$ cat config.mk
export PLATFORM = sky130hd
export DESIGN_NAME = align_sticky_pipe
export DESIGN_NICKNAME = d
export VERILOG_FILES = /design/src/rtl/align_sticky_pipe.sv
export SDC_FILE = /design/constraint.sdc
export NUM_CORES = 1
export LEC_CHECK = 0
export ABC_AREA = 1
export BUFFER_PORTS_ARGS = -buffer_cell sky130_fd_sc_hd__clkbuf_2
export CORE_MARGIN = 3
export CORE_UTILIZATION = 30
export CTS_BUF_LIST = sky130_fd_sc_hd__clkbuf_4 sky130_fd_sc_hd__clkbuf_8
export CTS_CLUSTER_SIZE = 14
export DETAILED_ROUTE_END_ITERATION = 16
export HOLD_SLACK_MARGIN = 0.1
export PLACE_DENSITY_LB_ADDON = 0.15
export RECOVER_POWER = 50
export SYNTH_ARGS = -nofsm -noshare
export SYNTH_HDL_FRONTEND = slang
export SYNTH_SLANG_ARGS = --single-unit
$ cat constraint.sdc
create_clock -name clk -period 3.5 [get_ports clk]
set_clock_uncertainty 0.1 [all_clocks]
set_input_delay 0.525 -clock clk [delete_from_list [all_inputs] [get_ports clk]]
set_output_delay 0.525 -clock clk [all_outputs]
set_load 0.02 [all_outputs]
$ cat src/rtl/align_sticky_pipe.sv
// align_sticky_pipe: two-stage right-alignment shifter with sticky output.
// Stage 1 registers the shifted significand and per-chunk ORs of the bits
// shifted out. Stage 2 reduces the chunk ORs to one sticky bit, optionally
// folds it into the LSB, and owns the output registers.
module align_sticky_pipe #(
  parameter int W     = 55,
  parameter int SW    = 6,
  parameter int CHUNK = 8,
  parameter int CNT_W = 16
) (
  input  logic             clk,
  input  logic             rst_n,
  input  logic             in_valid,
  output logic             in_ready,
  input  logic [W-1:0]     in_sig,
  input  logic [SW-1:0]    in_sh,
  input  logic             in_fold,
  output logic             out_valid,
  input  logic             out_ready,
  output logic [W-1:0]     out_sig,
  output logic             out_sticky,
  output logic [CNT_W-1:0] sticky_cnt
);
  localparam int NCH = (W + CHUNK - 1) / CHUNK;
  localparam int PW  = NCH * CHUNK;

  logic [W-1:0]   w_mask;
  logic [W-1:0]   w_masked;
  logic [W-1:0]   w_shifted;
  logic [PW-1:0]  w_pad;
  logic [NCH-1:0] w_chunk_or;
  logic           w_adv1, w_adv2, w_s1_sticky;

  logic           r_s1_valid, r_s1_fold;
  logic [NCH-1:0] r_s1_chunks;
  logic [W-1:0]   r_s1_sig;
  logic           r_s2_valid, r_out_sticky;
  logic [W-1:0]   r_out_sig;
  logic [CNT_W-1:0] r_cnt;

  // Bit i of the input falls off the end when i < shift distance.
  for (genvar g = 0; g < W; g++) begin : g_mask
    assign w_mask[g] = (int'(in_sh) > g);
  end

  assign w_masked = in_sig & w_mask;
  assign w_pad    = PW'(w_masked);

  // Partial OR per chunk; the top chunk is zero-padded.
  for (genvar c = 0; c < NCH; c++) begin : g_chunk
    assign w_chunk_or[c] = |w_pad[c*CHUNK +: CHUNK];
  end

  // Shifts of W or more clear the word entirely.
  assign w_shifted = (int'(in_sh) >= W) ? '0 : (in_sig >> in_sh);

  assign w_adv2      = !r_s2_valid | out_ready;
  assign w_adv1      = !r_s1_valid | w_adv2;
  assign in_ready    = rst_n & w_adv1;
  assign w_s1_sticky = |r_s1_chunks;

  // Stage 1: capture a new beat whenever the stage advances.
  always_ff @(posedge clk) begin
    if (!rst_n) begin
      r_s1_valid  <= 1'b0;
      r_s1_fold   <= 1'b0;
      r_s1_chunks <= '0;
      r_s1_sig    <= '0;
    end else if (w_adv1) begin
      r_s1_valid <= in_valid;
      if (in_valid) begin
        r_s1_fold   <= in_fold;
        r_s1_chunks <= w_chunk_or;
        r_s1_sig    <= w_shifted;
      end
    end
  end

  // Stage 2: final sticky reduction and fold into the output registers.
  always_ff @(posedge clk) begin
    if (!rst_n) begin
      r_s2_valid   <= 1'b0;
      r_out_sig    <= '0;
      r_out_sticky <= 1'b0;
    end else if (w_adv2) begin
      r_s2_valid <= r_s1_valid;
      if (r_s1_valid) begin
        r_out_sticky <= w_s1_sticky;
        r_out_sig    <= r_s1_fold ? (r_s1_sig | W'(w_s1_sticky)) : r_s1_sig;
      end
    end
  end

  // Saturating count of delivered sticky beats.
  always_ff @(posedge clk) begin
    if (!rst_n)
      r_cnt <= '0;
    else if (r_s2_valid && out_ready && r_out_sticky && (r_cnt != '1))
      r_cnt <= r_cnt + CNT_W'(1);
  end

  assign out_valid  = r_s2_valid;
  assign out_sig    = r_out_sig;
  assign out_sticky = r_out_sticky;
  assign sticky_cnt = r_cnt;
endmodule

==> Yosys cells after proc, flatten, opt, wreduce, memory -nomap -nowiden <==
Cells that the tools add are included.
{ "word_totals": {"register_bits": 137, "input_bits": 66, "wordCells": 89} }
{ "op_classes": {"addsub": 1, "magnitude_cmp": 56, "eq_ne": 1, "shifts": 1, "muxes": 2, "bitwise_logic": 5, "n_reduce_logical": 15} }
{ "op_table": {"columns": ["op", "count"], "rows": [
  ["$gt A6 B6 Y1 const B", 23],
  ["$mux W55", 2],
  ["$gt A6 B5 Y1 const B", 16],
  ["$and A55 B55 Y55", 1],
  ["$or A55 B1 Y55", 1],
  ["$shr A55 B6 Y55", 1],
  ["$gt A6 B4 Y1 const B", 8],
  ["$reduce_or A8 Y1", 6],
  ["$gt A6 B3 Y1 const B", 4],
  ["$add A16 B1 Y16 const B", 1],
  ["$ne A16 B16 Y1 const B", 1],
  ["$reduce_or A7 Y1", 2],
  ["$gt A6 B1 Y1 const B", 2],
  ["$gt A6 B2 Y1 const B", 2],
  ["$ge A6 B6 Y1 const B", 1],
  ["$reduce_and A2 Y1", 2],
  ["$logic_and A1 B1 Y1", 3],
  ["$logic_not A1 Y1", 2],
  ["$or A1 B1 Y1", 2],
  ["$and A1 B1 Y1", 1]
]} }

==> Logic depth before layout (Yosys ltp) <==
{ "logic_depth": {"word_depth": 4, "ltp_mapped": 15} }

==> Worst setup path before layout <==
OpenSTA, ideal clock, no wires.
{ "synth_timing": {"kind": "input-to-reg", "startpoint": "input port in_sh[0]", "endpoint": "register r_s1_sig[5]", "setup_ns": 0.131, "arrival_time_ns": 1.591, "required_time_ns": 3.269, "setup_slack_ns": 1.679, "cell_stages": 13, "path_buffers": 3, "path_cell_list": "buf_6 buf_12 buf_12 nand2_1 nand3_1 nand3_1 nand3_1 nand2_1 nand2_1 nand3_1 nand2_1 nand2_1 a21oi_2"} }
{ "synth_via": {"elab_chain_cells": 2} }
{ "synth_lines": {"columns": ["item", "line_no", "rtl"], "rows": [
  ["start, declared", "16", "input logic [SW-1:0] in_sh,"],
  ["$shr A55 B6 Y55 or $ge A6 B6 Y1 (tied branches)", "55", "assign w_shifted = (int'(in_sh) >= W) ? '0 : (in_sig >> in_sh);"],
  ["$mux W55 (*)", "55", null],
  ["end signal, assigned", "74", "r_s1_sig <= w_shifted;"],
  ["end, declared", "36", "logic [W-1:0] r_s1_sig;"]
]} }
Every way passes the cells marked *; elsewhere a longest branch is shown, timed or not.
A chain may end at the register's enable or synchronous reset.

==> Worst setup path in the final report <==
{ "layout_timing": {"startpoint": "register r_s2_valid, in the netlist out_valid", "endpoint": "register r_out_sig[0], in the netlist out_sig[0]"} }
{ "layout_via": {"elab_chain_cells": 3} }
{ "layout_lines": {"columns": ["item", "line_no", "rtl"], "rows": [
  ["start, declared", "37", "logic r_s2_valid, r_out_sticky;"],
  ["start signal, assigned", "86", "r_s2_valid <= r_s1_valid;"],
  ["$logic_not A1 Y1", "57", "assign w_adv2 = !r_s2_valid | out_ready;"],
  ["$or A1 B1 Y1", "57", null],
  ["$reduce_and A2 Y1 (no line)", null, null],
  ["end signal, assigned", "89", "r_out_sig <= r_s1_fold ? (r_s1_sig | W'(w_s1_sticky)) : r_s1_sig;"],
  ["end, declared", "38", "logic [W-1:0] r_out_sig;"]
]} }
No other way between the ends.

==> impl_metrics.ini <==
[finish]
drive_gt1_share_pct = 10.7
diodes = 0
fillers = 3385
post-route-util_pct = 35.0
layout.nets = 1638
area_growth_pct = 14.2

[floorplanning]
fp.dieH_um = 178
start_util_pct = 30.6
dieArea_sq_um = 31700
core_area_sq_um = 28900
boundaryPins = 140
rows = 62
die_w_um = 178

[synth]
ys_ff_latch = 137
synth_top_area_share_pct = 30.9
synth_warnings = 0
synth_area_sq_um = 8870
synth_area_leaders = dfxtp_1 (31%), nand3_1 (18%), nand2_1 (18%)
syn_nets = 1548
ys_seq_area_share_pct = 30.9
syn_area_per_cell_sq_um = 5.99
yosysTopAreaCell = dfxtp_1
synth_cell_types = 41
syn-instance-count = 1481

[grt]
antenna_found_initial = 0
grt_use_total_pct = 22.3
grt_pass1_vias = 9685
grt_overflow_total = 0
grt_start_max_net_pins = 66
grt_first_pass_wirelength_um = 55100

[placed_design]
gp_congestion = 0.964
io_buffers = 139
dp_hpwl_um = 26800

[cts]
cts_resized = 0
cts-htree-levels = 4
cts_tree = done
cts_root_buf = clkbuf_8
cts_setup_buffers = 0
cts.clk_slew.worst_paths_ps = 90
cts_buffer_depth = 2
cts_buffers = 17
ctsHoldBuffers = 0
clock-sinks = 137
clk_latency_ps = 440

[routing]
drt_first_pass_iters = 5
wire_per_inst_um = 18.2
post-route-drc-count = 0
routed_wl_um = 35800
drt-initial-drc-count = 951
vias_per_cell = 5.26
dr_total_vias = 10347
ant_nets = 0

[sta]
final_max_slew_viol_count = 56
fmaxAchievable_mhz = 425
hold_viol = 0
setup_viol = 0
period_share_pct = 67.3
worst_slew_pin_slew_ps = 1720
fin_setup_tns_ps = 0
fin_crit_ps = 2350
rsz0062_at_grt = false
slew_headroom_pct = -14.6
holdWs_ps = 284

[run]
drv_cap = 1

[setup_path]
cpPeakStageDelay_ps = 1210
end_kind = flip-flop
crit_chain = nand2_1 > nand2_1 > inv_1 > nand2_1 > a31oi_1
cp-start-kind = flip-flop
worstSetupPathType = flip-flop to flip-flop
worstPathArrival_ps = 2610
r2r_slack_ps = 1150
crit_slowest_cell = inv_1
cp_common_cell = nand2_1
cp.required_ps = 3760
cp_max_fo = 55

[power_and_ir_drop]
p_leak_nw = 4.35
power_density_nw_per_um2 = 415
ir_worst_vdd_uv = 231
power.total_mw = 4.20

[status]
status = complete, but fails checks
violations = capacitance limit, slew limit

[min_path]
hold_path.class = input port to flip-flop
==> layout make-up <==
type                       instances  area [sq um]  share of cell area (%)
timing repair buffer             166           828                    8.18
clock buffer                      20           263                    2.60
sequential                       137          2740                    27.1
multi-input combinational       1186          5380                    53.2
tap                              384           480                    4.75
inverter                          63           241                    2.39
clock inverter                    12           188                    1.85
==> worst max-delay path: cells and delay by family, from the launching register on <==
kind | cells | cell delay (ps)
buffers and inverters | 1 | 1210
DFF | 1 | 340
and+or+nand+nor | 3 | 380
AOI/OAI and AO/OA | 1 | 230
==> flip-flops by register name, indices dropped and copies added, names as in the netlist <==
name         cells
out_sig         55
sticky_cnt      16
r_s1_sig        55
r_s1_fold        1
r_s1_valid       1
out_valid        1
r_s1_chunks      7
out_sticky       1
==> layout by cell type (no fill, tap or decap), types with 13 or more instances in the layout <==
cell type	count
nand2_1	424
nand3_1	321
nor2_1	167
dfxtp_1	137
o21ai_0	97
a21oi_1	83
clkbuf_2	73
clkbuf_1	66
inv_1	53
buf_4	26
clkbuf_8	18
nand4_1	13
nand2_2	13
==> metrics by stage <==
| step | std cells | instance area [sq um] | worst slack, ps |
|---|---|---|---|
| floorplan | 1481 | 8870 | 1680 |
| global placement | 1936 | 9760 | 906 |
| detailed placement | 1936 | 9760 | 901 |
| CTS | 1968 | 10200 | 1360 |
| global route | 1968 | 10100 | 903 |
| finish | 1968 | 10100 | 1150 |
==> worst paths after layout <==
| check | to | from | depth (start not counted) |
|---|---|---|---|
| min | out_valid | out_ready | 4 |
| max reg2reg | out_sig[0] | out_valid | 5 |
| min reg2reg | r_s1_sig[47] | r_s1_sig[47] | 2 |
| max | out_sig[0] | out_valid | 5 |
==> metal layers <==
| layer | GRT usage [%] | part of all wire [%] | vias to the layer above |
|---|---|---|---|
| met5 | 0 | 0 | - |
| met4 | 5.50 | 1.8 | 0 |
| met3 | 3.98 | 7.2 | 38 |
| met2 | 35.1 | 44 | 385 |
| met1 | 31.5 | 47 | 4791 |
| li1 | - | - | 5133 |
==> cells in the mapped netlist <==
master,number
xor2_1,2
nor3b_1,1
nand3_2,5
clkinv_1,1
nand2_1,425
buf_6,4
buf_4,7
buf_8,1
nor2_2,3
a41oi_1,1
ha_1,1
nor2_1,167
nand3b_1,2
buf_1,8
buf_12,2
nand4_1,13
o21ai_2,3
a21oi_2,1
nand3_1,321
o22ai_1,2
clkbuf_1,36
a221oi_1,2
o31ai_2,1
nor2_4,2
a21boi_0,1
o21ai_1,6
o21bai_1,1
o211ai_1,6
o21ai_0,97
a31oi_1,6
buf_2,37
inv_1,52
nor3_1,10
nor4_1,4
a21oi_1,83
nand2_2,12
a22oi_1,6
inv_2,9
dfxtp_1,137
o21a_1,2
inv_6,1
==> kinds of logic (layout without fill, tap and decap cells) <==
kind of cell	count (synthesis)	after routing	share of synthesized area (%)
AO/OA/AOI/OAI	218	218	13.3
XOR/XNOR	2	2	0.198
adder cells (fa/ha/maj)	1	1	0.141
buffers and inverters	158	261	8.40
flip-flops	137	137	30.9
AND/OR/NAND/NOR	965	965	47.1
==> where the power goes <==
part | switching (mW) | leakage, nW | internal, mW
Clock | 0.697 | 0.222 | 0.825
Sequential | 0.0442 | 1.12 | 1.64
Combinational | 0.711 | 3.01 | 0.286
Total | 1.45 | 4.35 | 2.75
Power figures use the tool's default switching activity.
